==> src/rtl/lhca_pkg.sv <==
// rtl/lhca_pkg.sv - shared types, defaults and helpers for the LHCA generator blocks
//
// Contents:
//   lhca_state_e       sequencer states
//   LHCA_*_DEFAULT     reset rule vector and reset seed
//   lhca_seed_fix()    substitutes a nonzero seed for an all-zero one
package lhca_pkg;

    localparam int         LHCA_WIDTH        = 8;
    localparam logic [7:0] LHCA_RULE_DEFAULT = 8'h06;
    localparam logic [7:0] LHCA_SEED_DEFAULT = 8'h01;

    typedef enum logic [2:0] {
        IDLE,
        SEED,
        STEP,
        EMIT,
        DONE
    } lhca_state_e;

    // The all-zero state is a fixed point of every rule 90/150 mix, so a
    // zero seed would produce a dead generator.
    function automatic logic [LHCA_WIDTH-1:0] lhca_seed_fix(input logic [LHCA_WIDTH-1:0] seed);
        return (seed == '0) ? LHCA_SEED_DEFAULT : seed;
    endfunction

endpackage

==> src/rtl/lhca_step.sv <==
// rtl/lhca_step.sv - combinational next-state function of a null-boundary hybrid 90/150 CA
//
// Ports:
//   state       in   WIDTH  current cell values
//   rule        in   WIDTH  per-cell rule: 1 = rule 150, 0 = rule 90
//   next_state  out  WIDTH  cell values after one step
module lhca_step #(
    parameter int WIDTH = 8
) (
    input  logic [WIDTH-1:0] state,
    input  logic [WIDTH-1:0] rule,
    output logic [WIDTH-1:0] next_state
);

    // Zero pad on both ends: padded[i] is cell i-1, padded[i+2] is cell i+1.
    logic [WIDTH+1:0] padded;

    assign padded = {1'b0, state, 1'b0};

    for (genvar i = 0; i < WIDTH; i++) begin : g_cell
        assign next_state[i] = padded[i] ^ padded[i+2] ^ (rule[i] & state[i]);
    end

endmodule

==> src/rtl/lhca_stream_ctrl.sv <==
// rtl/lhca_stream_ctrl.sv - run sequencer that streams LHCA words over valid/ready
//
// Ports:
//   CLK, RESET            clock (rising edge), asynchronous active-high reset
//   cfg_we/rule/seed      configuration write, accepted only in IDLE
//   start/count           begin a run of count words, accepted only in IDLE
//   abort                 return to IDLE from any active state
//   out_data/valid/ready  word stream, one word every STRIDE CA steps
//   busy                  high outside IDLE
//   done                  one-cycle pulse on normal completion
//   lockup                sticky: the CA hit the all-zero state
//   state_q               raw CA state
module lhca_stream_ctrl
    import lhca_pkg::*;
#(
    parameter int               WIDTH     = 8,
    parameter logic [WIDTH-1:0] RULE_INIT = LHCA_RULE_DEFAULT,
    parameter logic [WIDTH-1:0] SEED_INIT = LHCA_SEED_DEFAULT,
    parameter int               STRIDE    = 1,
    parameter int               CNT_W     = 16
) (
    input  logic             CLK,
    input  logic             RESET,
    input  logic             cfg_we,
    input  logic [WIDTH-1:0] cfg_rule,
    input  logic [WIDTH-1:0] cfg_seed,
    input  logic             start,
    input  logic [CNT_W-1:0] count,
    input  logic             abort,
    output logic [WIDTH-1:0] out_data,
    output logic             out_valid,
    input  logic             out_ready,
    output logic             busy,
    output logic             done,
    output logic             lockup,
    output logic [WIDTH-1:0] state_q
);

    localparam logic [7:0] STRIDE_M1 = 8'(STRIDE - 1);

    lhca_state_e      fsm_q, fsm_d;
    logic [WIDTH-1:0] state_d;
    logic [WIDTH-1:0] rule_q, rule_d;
    logic [WIDTH-1:0] seed_q, seed_d;
    logic [CNT_W-1:0] remaining_q, remaining_d;
    logic [7:0]       step_cnt_q, step_cnt_d;
    logic             lockup_q, lockup_d;
    logic             zero_done_q, zero_done_d;
    logic [WIDTH-1:0] step_next;

    lhca_step #(
        .WIDTH(WIDTH)
    ) u_step (
        .state     (state_q),
        .rule      (rule_q),
        .next_state(step_next)
    );

    always_comb begin
        fsm_d       = fsm_q;
        state_d     = state_q;
        rule_d      = rule_q;
        seed_d      = seed_q;
        remaining_d = remaining_q;
        step_cnt_d  = step_cnt_q;
        lockup_d    = lockup_q;
        zero_done_d = 1'b0;

        // Abort wins over everything, including a same-cycle handshake.
        if (abort && fsm_q != IDLE) begin
            fsm_d = IDLE;
        end else begin
            case (fsm_q)
                IDLE: begin
                    // The config write lands on the same edge as start, so
                    // SEED already sees the new seed and rule.
                    if (cfg_we) begin
                        rule_d = cfg_rule;
                        seed_d = lhca_seed_fix(cfg_seed);
                    end
                    if (start) begin
                        if (count != '0) begin
                            remaining_d = count;
                            lockup_d    = 1'b0;
                            fsm_d       = SEED;
                        end else begin
                            zero_done_d = 1'b1;
                        end
                    end
                end
                SEED: begin
                    state_d    = seed_q;
                    step_cnt_d = STRIDE_M1;
                    fsm_d      = STEP;
                end
                STEP: begin
                    if (step_next == '0) begin
                        state_d  = seed_q;
                        lockup_d = 1'b1;
                    end else begin
                        state_d = step_next;
                    end
                    if (step_cnt_q == 8'd0) begin
                        fsm_d = EMIT;
                    end else begin
                        step_cnt_d = step_cnt_q - 8'd1;
                    end
                end
                EMIT: begin
                    if (out_ready) begin
                        remaining_d = remaining_q - CNT_W'(1);
                        if (remaining_q == CNT_W'(1)) begin
                            fsm_d = DONE;
                        end else begin
                            fsm_d      = STEP;
                            step_cnt_d = STRIDE_M1;
                        end
                    end
                end
                DONE: begin
                    fsm_d = IDLE;
                end
                default: begin
                    fsm_d = IDLE;
                end
            endcase
        end
    end

    always_ff @(posedge CLK or posedge RESET) begin
        if (RESET) begin
            fsm_q       <= IDLE;
            state_q     <= SEED_INIT;
            rule_q      <= RULE_INIT;
            seed_q      <= SEED_INIT;
            remaining_q <= '0;
            step_cnt_q  <= 8'd0;
            lockup_q    <= 1'b0;
            zero_done_q <= 1'b0;
        end else begin
            fsm_q       <= fsm_d;
            state_q     <= state_d;
            rule_q      <= rule_d;
            seed_q      <= seed_d;
            remaining_q <= remaining_d;
            step_cnt_q  <= step_cnt_d;
            lockup_q    <= lockup_d;
            zero_done_q <= zero_done_d;
        end
    end

    // Decoded straight from the state register so reset clears them at once.
    assign out_valid = (fsm_q == EMIT);
    assign out_data  = state_q;
    assign busy      = (fsm_q != IDLE);
    assign done      = (fsm_q == DONE) | zero_done_q;
    assign lockup    = lockup_q;

endmodule

==> config.mk <==
export PLATFORM = sky130hd
export DESIGN_NAME = lhca_stream_ctrl
export DESIGN_NICKNAME = d
export VERILOG_FILES = /design/src/rtl/lhca_pkg.sv /design/src/rtl/lhca_step.sv /design/src/rtl/lhca_stream_ctrl.sv
export SDC_FILE = /design/constraint.sdc
export NUM_CORES = 1
export LEC_CHECK = 0
export CELL_PAD_IN_SITES_DETAIL_PLACEMENT = 1
export CELL_PAD_IN_SITES_GLOBAL_PLACEMENT = 1
export CORE_MARGIN = 2
export CORE_UTILIZATION = 25
export DETAILED_ROUTE_END_ITERATION = 10
export PLACE_DENSITY = 0.62
export SYNTH_ARGS = -nofsm -noshare
export SYNTH_HDL_FRONTEND = slang
export SYNTH_SLANG_ARGS = --single-unit
==> constraint.sdc <==
create_clock -name CLK -period 6.21 [get_ports CLK]
set_input_delay 1.242 -clock CLK [delete_from_list [all_inputs] [get_ports CLK]]
set_output_delay 1.242 -clock CLK [all_outputs]
set_load 0.05 [all_outputs]
==> results of run 1 <==
## sequential cells by signal, summed over array words and instances, names as in the netlist
signal       cells
fsm_q            3
lockup           1
out_data         8
remaining_q     16
rule_q           8
seed_q           8
step_cnt_q       8
zero_done_q      1
## cell usage in the layout, fill, tap and decap left out, types with 3 or more instances in the layout
master,instances
a211oi_1,10
a21oi_1,32
a22oi_1,3
a31oi_1,5
and2_1,5
and3_1,3
buf_4,3
clkbuf_16,5
clkdlybuf4s50_1,57
dfrtp_1,49
dfstp_2,4
ha_1,4
inv_1,9
mux2_2,15
nand2_1,30
nand2b_1,5
nand3_1,8
nand4_1,7
nor2_1,31
nor3_1,14
nor4_1,9
o21ai_0,16
o22ai_1,7
o2bb2ai_1,4
o31ai_1,15
o41ai_1,4
xnor2_1,8
xor2_1,11
## cell families (layout without fill, tap and decap cells)
logic type      Yosys count  after routing
fa+ha+maj                 4              4
buf+inv                  40             79
xor+xnor                 19             19
flops                    53             53
simple gates            132            132
compound gates          108            108
mux                      16             16
## per-layer routing
metal  global-route usage (%)  wire length [um]
met1                    18.82              4618
met2                    23.71              4674
met3                    3.352               386
met4                    3.382               104
met5                        0                 0
## where the power goes
| group | internal, mW | switching (mW) |
|---|---|---|
| combinational | 0.449 | 0.691 |
| clock | 0.151 | 0.141 |
| sequential | 0.508 | 0.211 |
## through the flow
step           instance area [sq um]  worst slack [ps]  hold WS (ps)  total power, mW
3_3_place_gp                    3995              2098         470.7            1.833
5_1_grt                         4143              1475         536.8            2.328
2_1_floorplan                   3331              3242         452.0            1.556
3_5_place_dp                    3995              2016         495.5            1.871
4_1_cts                         4143              1676         506.9            2.175
6_report                        4143              1645         499.0            2.151
## worst max-delay path, delay by kind of cell (launching register included)
family / cells / cell delay [ps]
buf+inv: 2 / 1590
flops: 1 / 940
simple gates: 1 / 480
## layout make-up
type | instances | area (sq um) | share of cell area [%]
clock buffer | 5 | 125.1 | 3.020
clock inverter | 3 | 22.52 | 0.5436
inverter | 11 | 41.29 | 0.9967
multi-input combinational | 279 | 1809 | 43.67
sequential | 53 | 1331 | 32.14
tap | 176 | 220.2 | 5.316
timing repair buffer | 60 | 593.1 | 14.32
## worst paths after layout
check,start,endpoint
worst min-delay path,step_cnt_q[7],step_cnt_q[7]
min in group asynchronous,RESET,remaining_q[15]
worst max-delay path,fsm_q[2],out_valid
worst max register to register,fsm_q[2],step_cnt_q[4]
max in group asynchronous,RESET,step_cnt_q[4]
worst min register to register,step_cnt_q[7],step_cnt_q[7]
==> metrics.md, run 1 <==
| Metric | Value |
|---|---|
| Cell with the most instances after synthesis | dfrtp_1 |
| Via density | 5.172 |
| Post-synth top cells | dfrtp_1, a21oi_1, nor2_1 |
| Gate Count Post-Synth | 372 |
| VDD IR max | 0.1324 mV |
| First-pass iteration count of the detailed router | 4 |
| Area grow syn2layout | 24.38% |
| TritonCTS buffer count | 5 |
| Post-route insts no fill | 587 |
| Synth Area in Simple Gates | 20.74% |
| CTS Buffer Depth | 2 |
| Adder-cell share of the synthesized area | 1.503% |
| Mux cell area share after synthesis | 5.522% |
| Residual DRC | 0 |
| Layout cell share with drive strength beyond 1 | 9.732% |
| Die W | 119.4 um |
| Overall die height | 119.4 um |
| Final slew viol count | 0 |
| Routability Congestion | 0.8303 |
| ANT cells | 0 |
| Hold_buf cts | 0 |
| Row count | 42 |
| Synthesized cell area | 3331 sq um |
| CP peak stage delay | 940 ps |
| Fmax | 0.2191 GHz |
| Total Wirelength | 9784 um |
| CTS root buffer | clkbuf_16 |
| H-tree levels | 2 |
| PostCTS Resize Cnt | 0 |
| Reg clk slew, reported paths | 70 ps |
| Count of flip-flops with a built-in enable after synthesis | 0 |
| Cell taking the most area after synthesis | dfrtp_1 |
| HP Class | reg -> reg |
| All-Layer GR Usage | 14.27% |
| FF-to-FF setup slack | 3000 ps |
| PwrDens | 519.2 nW/um^2 |
| Final Hold Fails | 0 |
| Fillcell total | 1550 |
| Postcts setup bufs | 0 |
| Register area share after synthesis | 39.97% |
| Synth top area share | 36.81% |
| Outcome | finished, final reports clean |
| CTS tree | built |
| Static Leak | 1.575 nW |
| Worst hold path depth | 1 |
| Relative slew slack | 37.30% |
| Pin count of the biggest net entering global routing | 54 |
| Detailed Route Iter0 Violations | 71 |
| Worst EP required | 4970 ps |
| Avg Cell Area, Syn | 8.953 sq um |
| Final Skew | 10.36 ps |
| RSZ-0062 raised after global routing | no |
| CP max-delay cell | dfrtp_1 |
| Final nets | 452 |
| Max Cap Viol | 0 |
| Vias in the first global route | 3138 |
| Post-route ant nets | 0 |
| Ranking of synthesized cells by area | dfrtp_1, mux2_2, a21oi_1, nor2_1, nand2_1 |
| Async set or reset register ratio after synthesis | 100.0% |
| Slew of the pin with the lowest slew margin | 932.0 ps |
| Sink Count | 53 |
| Crit path kind | reg -> out |
| Synth unique cells | 55 |
| Starting Density | 25.35% |
| Routed vias | 3036 |
| Dpl cells | 579 |
| Setup violators final | 0 |
| Drt wl/cell | 16.67 um |
| Critical Path AT | 3320 ps |
| Fin Setup TNS | 0 ps |
| Post-synthesis compound-gate area fraction | 21.56% |
| Crit path time final | 4565 ps |
| Antenna violations before repair | 0 |
| Xor/xnor share of the synthesized area | 4.996% |
| Synth Register Bits | 53 |
| Final core occ | 31.53% |
| Ys flop type | dfrtp_1 |
| I/O Pins | 58 |
| Buffers on Ports | 57 |
| Yosys warning total | 0 |
| Period utilization | 73.51% |
| Worst-path cell chain | or2_2 > clkinv_1 > clkdlybuf4s50_1 |
| Syn Nets | 414 |
| CP endpoint kind | primary output |
| Largest family of logic cells by synthesized area | compound AO/OA/AOI/OAI gates |
| CORE AREA | 13140 sq um |
| Total gr overflow | 0 |
| DPL Wire Length | 7038 um |
| First-pass GRT wire length | 16360 um |
| Startpoint Class | flop |
| Clock Latency Late Sink | 310 ps |
| Worst-path maximum fanout | 28 |
| DIE AREA | 14260 sq um |
| R2R cell count | 5 |
(Power assumes the default switching activity.)
==> run 2, diff against run 1 <==
- PLACE_DENSITY: 0.62 -> 0.64
- clock period: 6.21 -> 3.9 ns (I/O delays scaled with it)
==> run 2 against run 1 <==
Against the previous run:
- clock power increased by 59%
- sequential power increased by 59%
- wire length fell by 1.6%
- register-to-register slack got worse by 1500 ps
- sequential share of layout area is 0.20 points lower
- die area unchanged
- worst hold slack better by 1.2 ps
- final area grew 0.63%
- cell count increased by 0.51%
- setup slack worse by 1000 ps
- critical path depth up 1
- via count did not move
==> metrics.md, run 2 (synthesized netlist as in run 1, its figures left out) <==
| Metric | Value |
|---|---|
| Outcome | finished, final reports clean |
| TritonCTS buffer count | 5 (unchanged) |
| Residual DRC | 0 (unchanged) |
| Buffers on Ports | 57 (unchanged) |
| Commonest cells after routing, fill and taps aside | clkdlybuf4s50_1, dfrtp_1, a21oi_1, nor2_1, nand2_1 |
| Row count | 42 (unchanged) |
| Setup violators final | 0 (unchanged) |
| Total Wirelength | 9632 um (-1.6%) |
| Hold WS | 500.2 ps (+1.153 ps) |
| Reg clk slew, reported paths | 80 ps (about the same) |
| Clock Latency Late Sink | 300 ps (about the same) |
| I/O Pins | 58 (unchanged) |
| Detailed Route Iter0 Violations | 160 (+130%) |
| Relative slew slack | 33.17% (-4.1 points) |
| H-tree levels | 2 (unchanged) |
| Worst-path cell chain | nand2_1 > or2_2 > clkinv_1 > clkdlybuf4s50_1 |
| All-Layer GR Usage | 14.04% (-0.22 points) |
| Start point of the worst hold path | step_cnt_q[7] |
| Final nets | 455 (+0.66%) |
| DR WL met3 | 304 um (-21%) |
| DP Area | 4018 sq um (+0.56%) |
| Final core occ | 31.73% (+0.20 points) |
| FF-to-FF setup slack | 1480 ps (-1520 ps) |
| CTS Buffer Depth | 2 (unchanged) |
| Worst-path maximum fanout | 20 (-29%) |
| RR Startpoint | fsm_q[1] |
| PostCTS Resize Cnt | 0 (unchanged) |
| Critical Path AT | 2510 ps (-810 ps) |
| First-pass iteration count of the detailed router | 4 (unchanged) |
| Fin Setup TNS | 0 ps (unchanged) |
| CP endpoint kind | primary output |
| Internal power | 1.776 mW (+60%) |
| Antenna violations before repair | 0 (unchanged) |
| Seq. cell area | 1331 sq um (unchanged) |
| Multi-input gate area | 1809 sq um (unchanged) |
| Postcts setup bufs | 0 (unchanged) |
| HP Class | reg -> reg |
| Max Cap Viol | 0 (unchanged) |
| ANT cells | 0 (unchanged) |
| Layout cell share with drive strength beyond 1 | 10.39% (+0.65 points) |
| Starting Density | 25.35% (unchanged) |
| Clock Power Share | 13.5% (about the same) |
| Slew of the pin with the lowest slew margin | 993.3 ps (+61.38 ps) |
| CP peak stage delay | 810 ps (-130 ps) |
| CTS root buffer | clkbuf_16 |
| Sw Pwr | 1.655 mW (+59%) |
| Final Cell Area | 4169 sq um (+0.63%) |
| Fillcell total | 1550 (unchanged) |
| Hold_buf cts | 0 (unchanged) |
| Total gr overflow | 0 (unchanged) |
| Switching share of power | 48.23% (-0.27 points) |
| Pre-CTS worst setup slack | 660.8 ps (-1356 ps) |
| VDD IR max | 0.2220 mV (+68%) |
| Worst Hold Endpoint | step_cnt_q[7] |
| Worst path top cell family by delay | buffers and inverters |
| Final Hold Fails | 0 (unchanged) |
| Crit path time final | 3292 ps |
| Vias in the first global route | 3180 (+1.3%) |
| Startpoint Class | flop |
| Combinational share of power | 53.2% (+0.2 points) |
| Reg2reg end | step_cnt_q[1] |
| Drt wl/cell | 16.33 um (-2.1%) |
| DIE AREA | 14260 sq um (unchanged) |
| Pin count of the biggest net entering global routing | 54 (unchanged) |
| Wl on met1 | 4704 um (+1.9%) |
| Via density | 5.146 (-0.51%) |
| Routability Congestion | 0.8567 (+3.2%) |
| Area grow syn2layout | 25.17% |
| CP max-delay cell | clkdlybuf4s50_1 |
| Die W | 119.4 um (unchanged) |
| DPL Wire Length | 7152 um (+1.6%) |
| Fmax | 0.3038 GHz |
| Setup slack after layout | 608.3 ps (-1037 ps) |
| Sink Count | 53 (unchanged) |
| Max Used Layer | met4 |
| Crit path kind | reg -> out |
| Routed vias | 3036 (unchanged) |
| Worst EP required | 3120 ps (-1850 ps) |
| CORE AREA | 13140 sq um (unchanged) |
| DR WL met2 | 4545 um (-2.8%) |
| Largest Register | remaining_q |
| Period utilization | 84.40% |
| CP Buf/Inv Count | 2 (unchanged) |
| PwrDens | 822.8 nW/um^2 (+58%) |
| Final Skew | 10.66 ps (+0.3019 ps) |
| Worst hold path depth | 1 (unchanged) |
| Post-route ant nets | 0 (unchanged) |
| Static Leak | 1.586 nW (+0.65%) |
| First-pass GRT wire length | 16520 um (+0.97%) |
| R2R cell count | 7 (+2) |
| RSZ-0062 raised after global routing | no |
| CTS tree | built |
| Max reg flops | 16 (unchanged) |
| Sequential power share | 33.3% (about the same) |
| Commonest non-fill, non-tap cell in the layout | clkdlybuf4s50_1 |
| Final slew viol count | 0 (unchanged) |
| Overall die height | 119.4 um (unchanged) |
[run 2: worst max path at each step]
stage,to,cells past startpoint,slack [ps],startpoint
after floorplan,remaining_q[1],6,1390,count[14]
after global placement,remaining_q[1],6,690,count[14]
after detailed placement,remaining_q[1],6,660,count[14]
after CTS,out_valid,4,600,fsm_q[1]
after global routing,out_valid,4,470,fsm_q[1]
final,out_valid,4,610,fsm_q[1]
[run 2: cell type report]
type,count,share of cell area (%)
inverter,11,0.9904
sequential,53,31.93
tap,176,5.282
multi-input combinational,279,43.40
timing repair buffer,63,14.77
clock buffer,5,3.001
clock inverter,3,0.6303
[run 2: routing by layer]
layer	GRT usage, %	up-vias
li1	-	1456
met1	19.68	1520
met2	23.28	53
met3	1.916	7
met4	2.721	0
met5	0	-
[run 2: per-stage QoR]
step | total power, mW | cells
2_1_floorplan | 2.478 | 372
3_3_place_gp | 2.929 | 582
3_5_place_dp | 2.987 | 582
4_1_cts | 3.468 | 590
5_1_grt | 3.705 | 590
6_report | 3.430 | 590
[run 2: power by group through the flow]
stage / combinational [mW] / sequential, mW / clock (mW)
after floorplan: 1.33 / 1.15 / 0
after global placement: 1.79 / 1.14 / 0
after detailed placement: 1.83 / 1.16 / 0
after CTS: 1.84 / 1.15 / 0.481
after global routing: 2.00 / 1.20 / 0.501
final: 1.82 / 1.14 / 0.464
[run 2: worst register-to-register path: stages, from the launching register on]
cell and delay [ps]:
dfrtp_1 620, nand2_1 180, or2_2 490, clkinv_1 110, buf_4 280, and2_1 390
o21ai_0 130, o41ai_1 100
==> run 3, diff against run 2 <==
- PLACE_DENSITY: 0.64 -> 0.62
- clock period: 3.9 -> 3.1 ns (I/O delays scaled with it)
==> run 3 against run 2 <==
Against the previous run:
- wire length is 2.2% higher
- cell count grew 1.2%
- combinational power up 29%
- clock power rose by 26%
- flip-flop and latch count did not move
- sequential share of layout area shrank 0.46 points
- worst hold slack worse by 1.4 ps
- final area increased by 1.5%
- largest power group unchanged
==> metrics.md, run 3 (synthesized netlist as in run 1, its figures left out) <==
| Metric | Value |
|---|---|
| Met2 Usage GRT | 24.96% (+1.7 points) |
| DIE AREA | 14260 sq um (unchanged) |
| Final Hold Fails | 0 (unchanged) |
| Starting Density | 25.35% (unchanged) |
| Fmax | 0.3676 GHz |
| Drt wl/cell | 16.49 um (+1.0%) |
| Total gr overflow | 0 (unchanged) |
| Clock Power Share | 13.4% (about the same) |
| Critical Path AT | 2100 ps (-410 ps) |
| Antenna violations before repair | 0 (unchanged) |
| Pre-CTS worst setup slack | 232.7 ps (-428.1 ps) |
| Total Wirelength | 9844 um (+2.2%) |
| Pin count of the biggest net entering global routing | 33 (-39%) |
| Final slew viol count | 0 (unchanged) |
| Clock Latency Late Sink | 300 ps (about the same) |
| Fin Setup TNS | 0 ps (unchanged) |
| Residual DRC | 0 (unchanged) |
| Final Power | 4.378 mW (+28%) |
| DPL Wire Length | 7371 um (+3.1%) |
| Vias in the first global route | 3231 (+1.6%) |
| Layout cell share with drive strength beyond 1 | 12.11% (+1.7 points) |
| VDD IR max | 0.3237 mV (+46%) |
| PostCTS Resize Cnt | 0 (unchanged) |
| Worst EP required | 2480 ps (-640 ps) |
| Die W | 119.4 um (unchanged) |
| Routed vias | 3101 (+2.1%) |
| Postcts setup bufs | 0 (unchanged) |
| Setup violators final | 0 (unchanged) |
| Sink Count | 53 (unchanged) |
| GR met1 Demand/Resource | 18.90% (-0.78 points) |
| PwrDens | 1035 nW/um^2 (+26%) |
| Commonest non-fill, non-tap cell in the layout | clkdlybuf4s50_1 |
| Detailed Route Iter0 Violations | 74 (-54%) |
| Sequential power share | 32.9% (-0.4 points) |
| Internal power | 2.266 mW (+28%) |
| Largest Register | remaining_q |
| Slew of the pin with the lowest slew margin | 728.7 ps (-264.6 ps) |
| HP Class | reg -> reg |
| Max Cap Viol | 0 (unchanged) |
| Met3 usage | 2.011% (+0.096 points) |
| Static Leak | 1.627 nW (+2.6%) |
| Startpoint Class | flop |
| Overall die height | 119.4 um (unchanged) |
| Max reg flops | 16 (unchanged) |
| First-pass GRT wire length | 16550 um (+0.21%) |
| Crit path kind | reg -> out |
| Period utilization | 87.75% |
| Relative slew slack | 51.42% (+18 points) |
| TritonCTS buffer count | 5 (unchanged) |
| RSZ-0062 raised after global routing | no |
| CTS Buffer Depth | 2 (unchanged) |
| Buffers on Ports | 57 (unchanged) |
| Routability Congestion | 0.8222 (-4.0%) |
| Fillcell total | 1579 (+1.9%) |
| CTS root buffer | clkbuf_16 |
| Crit path time final | 2720 ps |
| Setup slack after layout | 379.8 ps (-228.6 ps) |
| Reg clk slew, reported paths | 80 ps (about the same) |
| CTS tree | built |
| Hold WS | 498.8 ps (-1.397 ps) |
| ANT cells | 0 (unchanged) |
| Via density | 5.194 (+0.94%) |
| Sw Pwr | 2.112 mW (+28%) |
| CORE AREA | 13140 sq um (unchanged) |
| Area grow syn2layout | 27.01% |
| First-pass iteration count of the detailed router | 4 (unchanged) |
| Outcome | finished, final reports clean |
| Commonest cells after routing, fill and taps aside | clkdlybuf4s50_1, dfrtp_1, a21oi_1, nor2_1, nand2_1 |
| Hold_buf cts | 0 (unchanged) |
| Final nets | 462 (+1.5%) |
| Post-route ant nets | 0 (unchanged) |
| All-Layer GR Usage | 14.37% (+0.32 points) |
| GRT Max-Usage Layer | met2 |
| Switching share of power | 48.24% (about the same) |
| Row count | 42 (unchanged) |
| Combinational share of power | 53.7% (+0.5 points) |
| H-tree levels | 2 (unchanged) |
| Worst-path maximum fanout | 14 (-30%) |
| Final Skew | 6.707 ps (-3.955 ps) |
| I/O Pins | 58 (unchanged) |
| CP endpoint kind | primary output |
-- run 3: worst paths after layout --
check / to / from / depth (start not counted) / slack, ps
max: done / fsm_q[1] / 3 / 380
min: step_cnt_q[7] / step_cnt_q[7] / 1 / 500
max reg2reg: out_data[4] / out_data[5] / 5 / 820
min reg2reg: step_cnt_q[7] / step_cnt_q[7] / 1 / 500
max in group asynchronous: rule_q[2] / RESET / 3 / 1780
min in group asynchronous: remaining_q[11] / RESET / 2 / 690
-- run 3: metal layers --
layer  routed length, um  up-vias
met2                4697       63
met4                 110        0
met1                4730     1562
met5                   0        -
met3                 305        9
li1                    -     1467
-- run 3: layout make-up --
| class | instances | area [sq um] | share of cell area [%] |
|---|---|---|---|
| repair buffers | 70 | 678.2 | 16.03 |
| inverters | 11 | 41.29 | 0.9760 |
| multi-input cells | 279 | 1809 | 42.77 |
| clock inverters | 3 | 25.02 | 0.5915 |
| well taps | 176 | 220.2 | 5.206 |
| clock buffers | 5 | 125.1 | 2.958 |
| flip-flops and latches | 53 | 1331 | 31.47 |
-- run 3: worst max-delay path: stages (launching register included) --
cell	delay (ps)
dfrtp_1	540
nor2_1	250
a21o_1	190
clkdlybuf4s50_1	820
-- run 3: stage by stage --
step	instances	utilization, %	instance area (sq um)
2_1_floorplan	372	-	3331
3_3_place_gp	589	31.06	4080
3_5_place_dp	589	31.06	4080
4_1_cts	597	32.20	4230
5_1_grt	597	32.20	4230
6_report	597	32.20	4230
-- run 3: power groups by stage --
stage / Sequential, mW / Combinational [mW] / Clock [mW]
2_1_floorplan: 1.44 / 1.67 / 0
3_3_place_gp: 1.44 / 2.30 / 0
3_5_place_dp: 1.46 / 2.36 / 0
4_1_cts: 1.44 / 2.37 / 0.603
5_1_grt: 1.51 / 2.58 / 0.632
6_report: 1.44 / 2.35 / 0.586
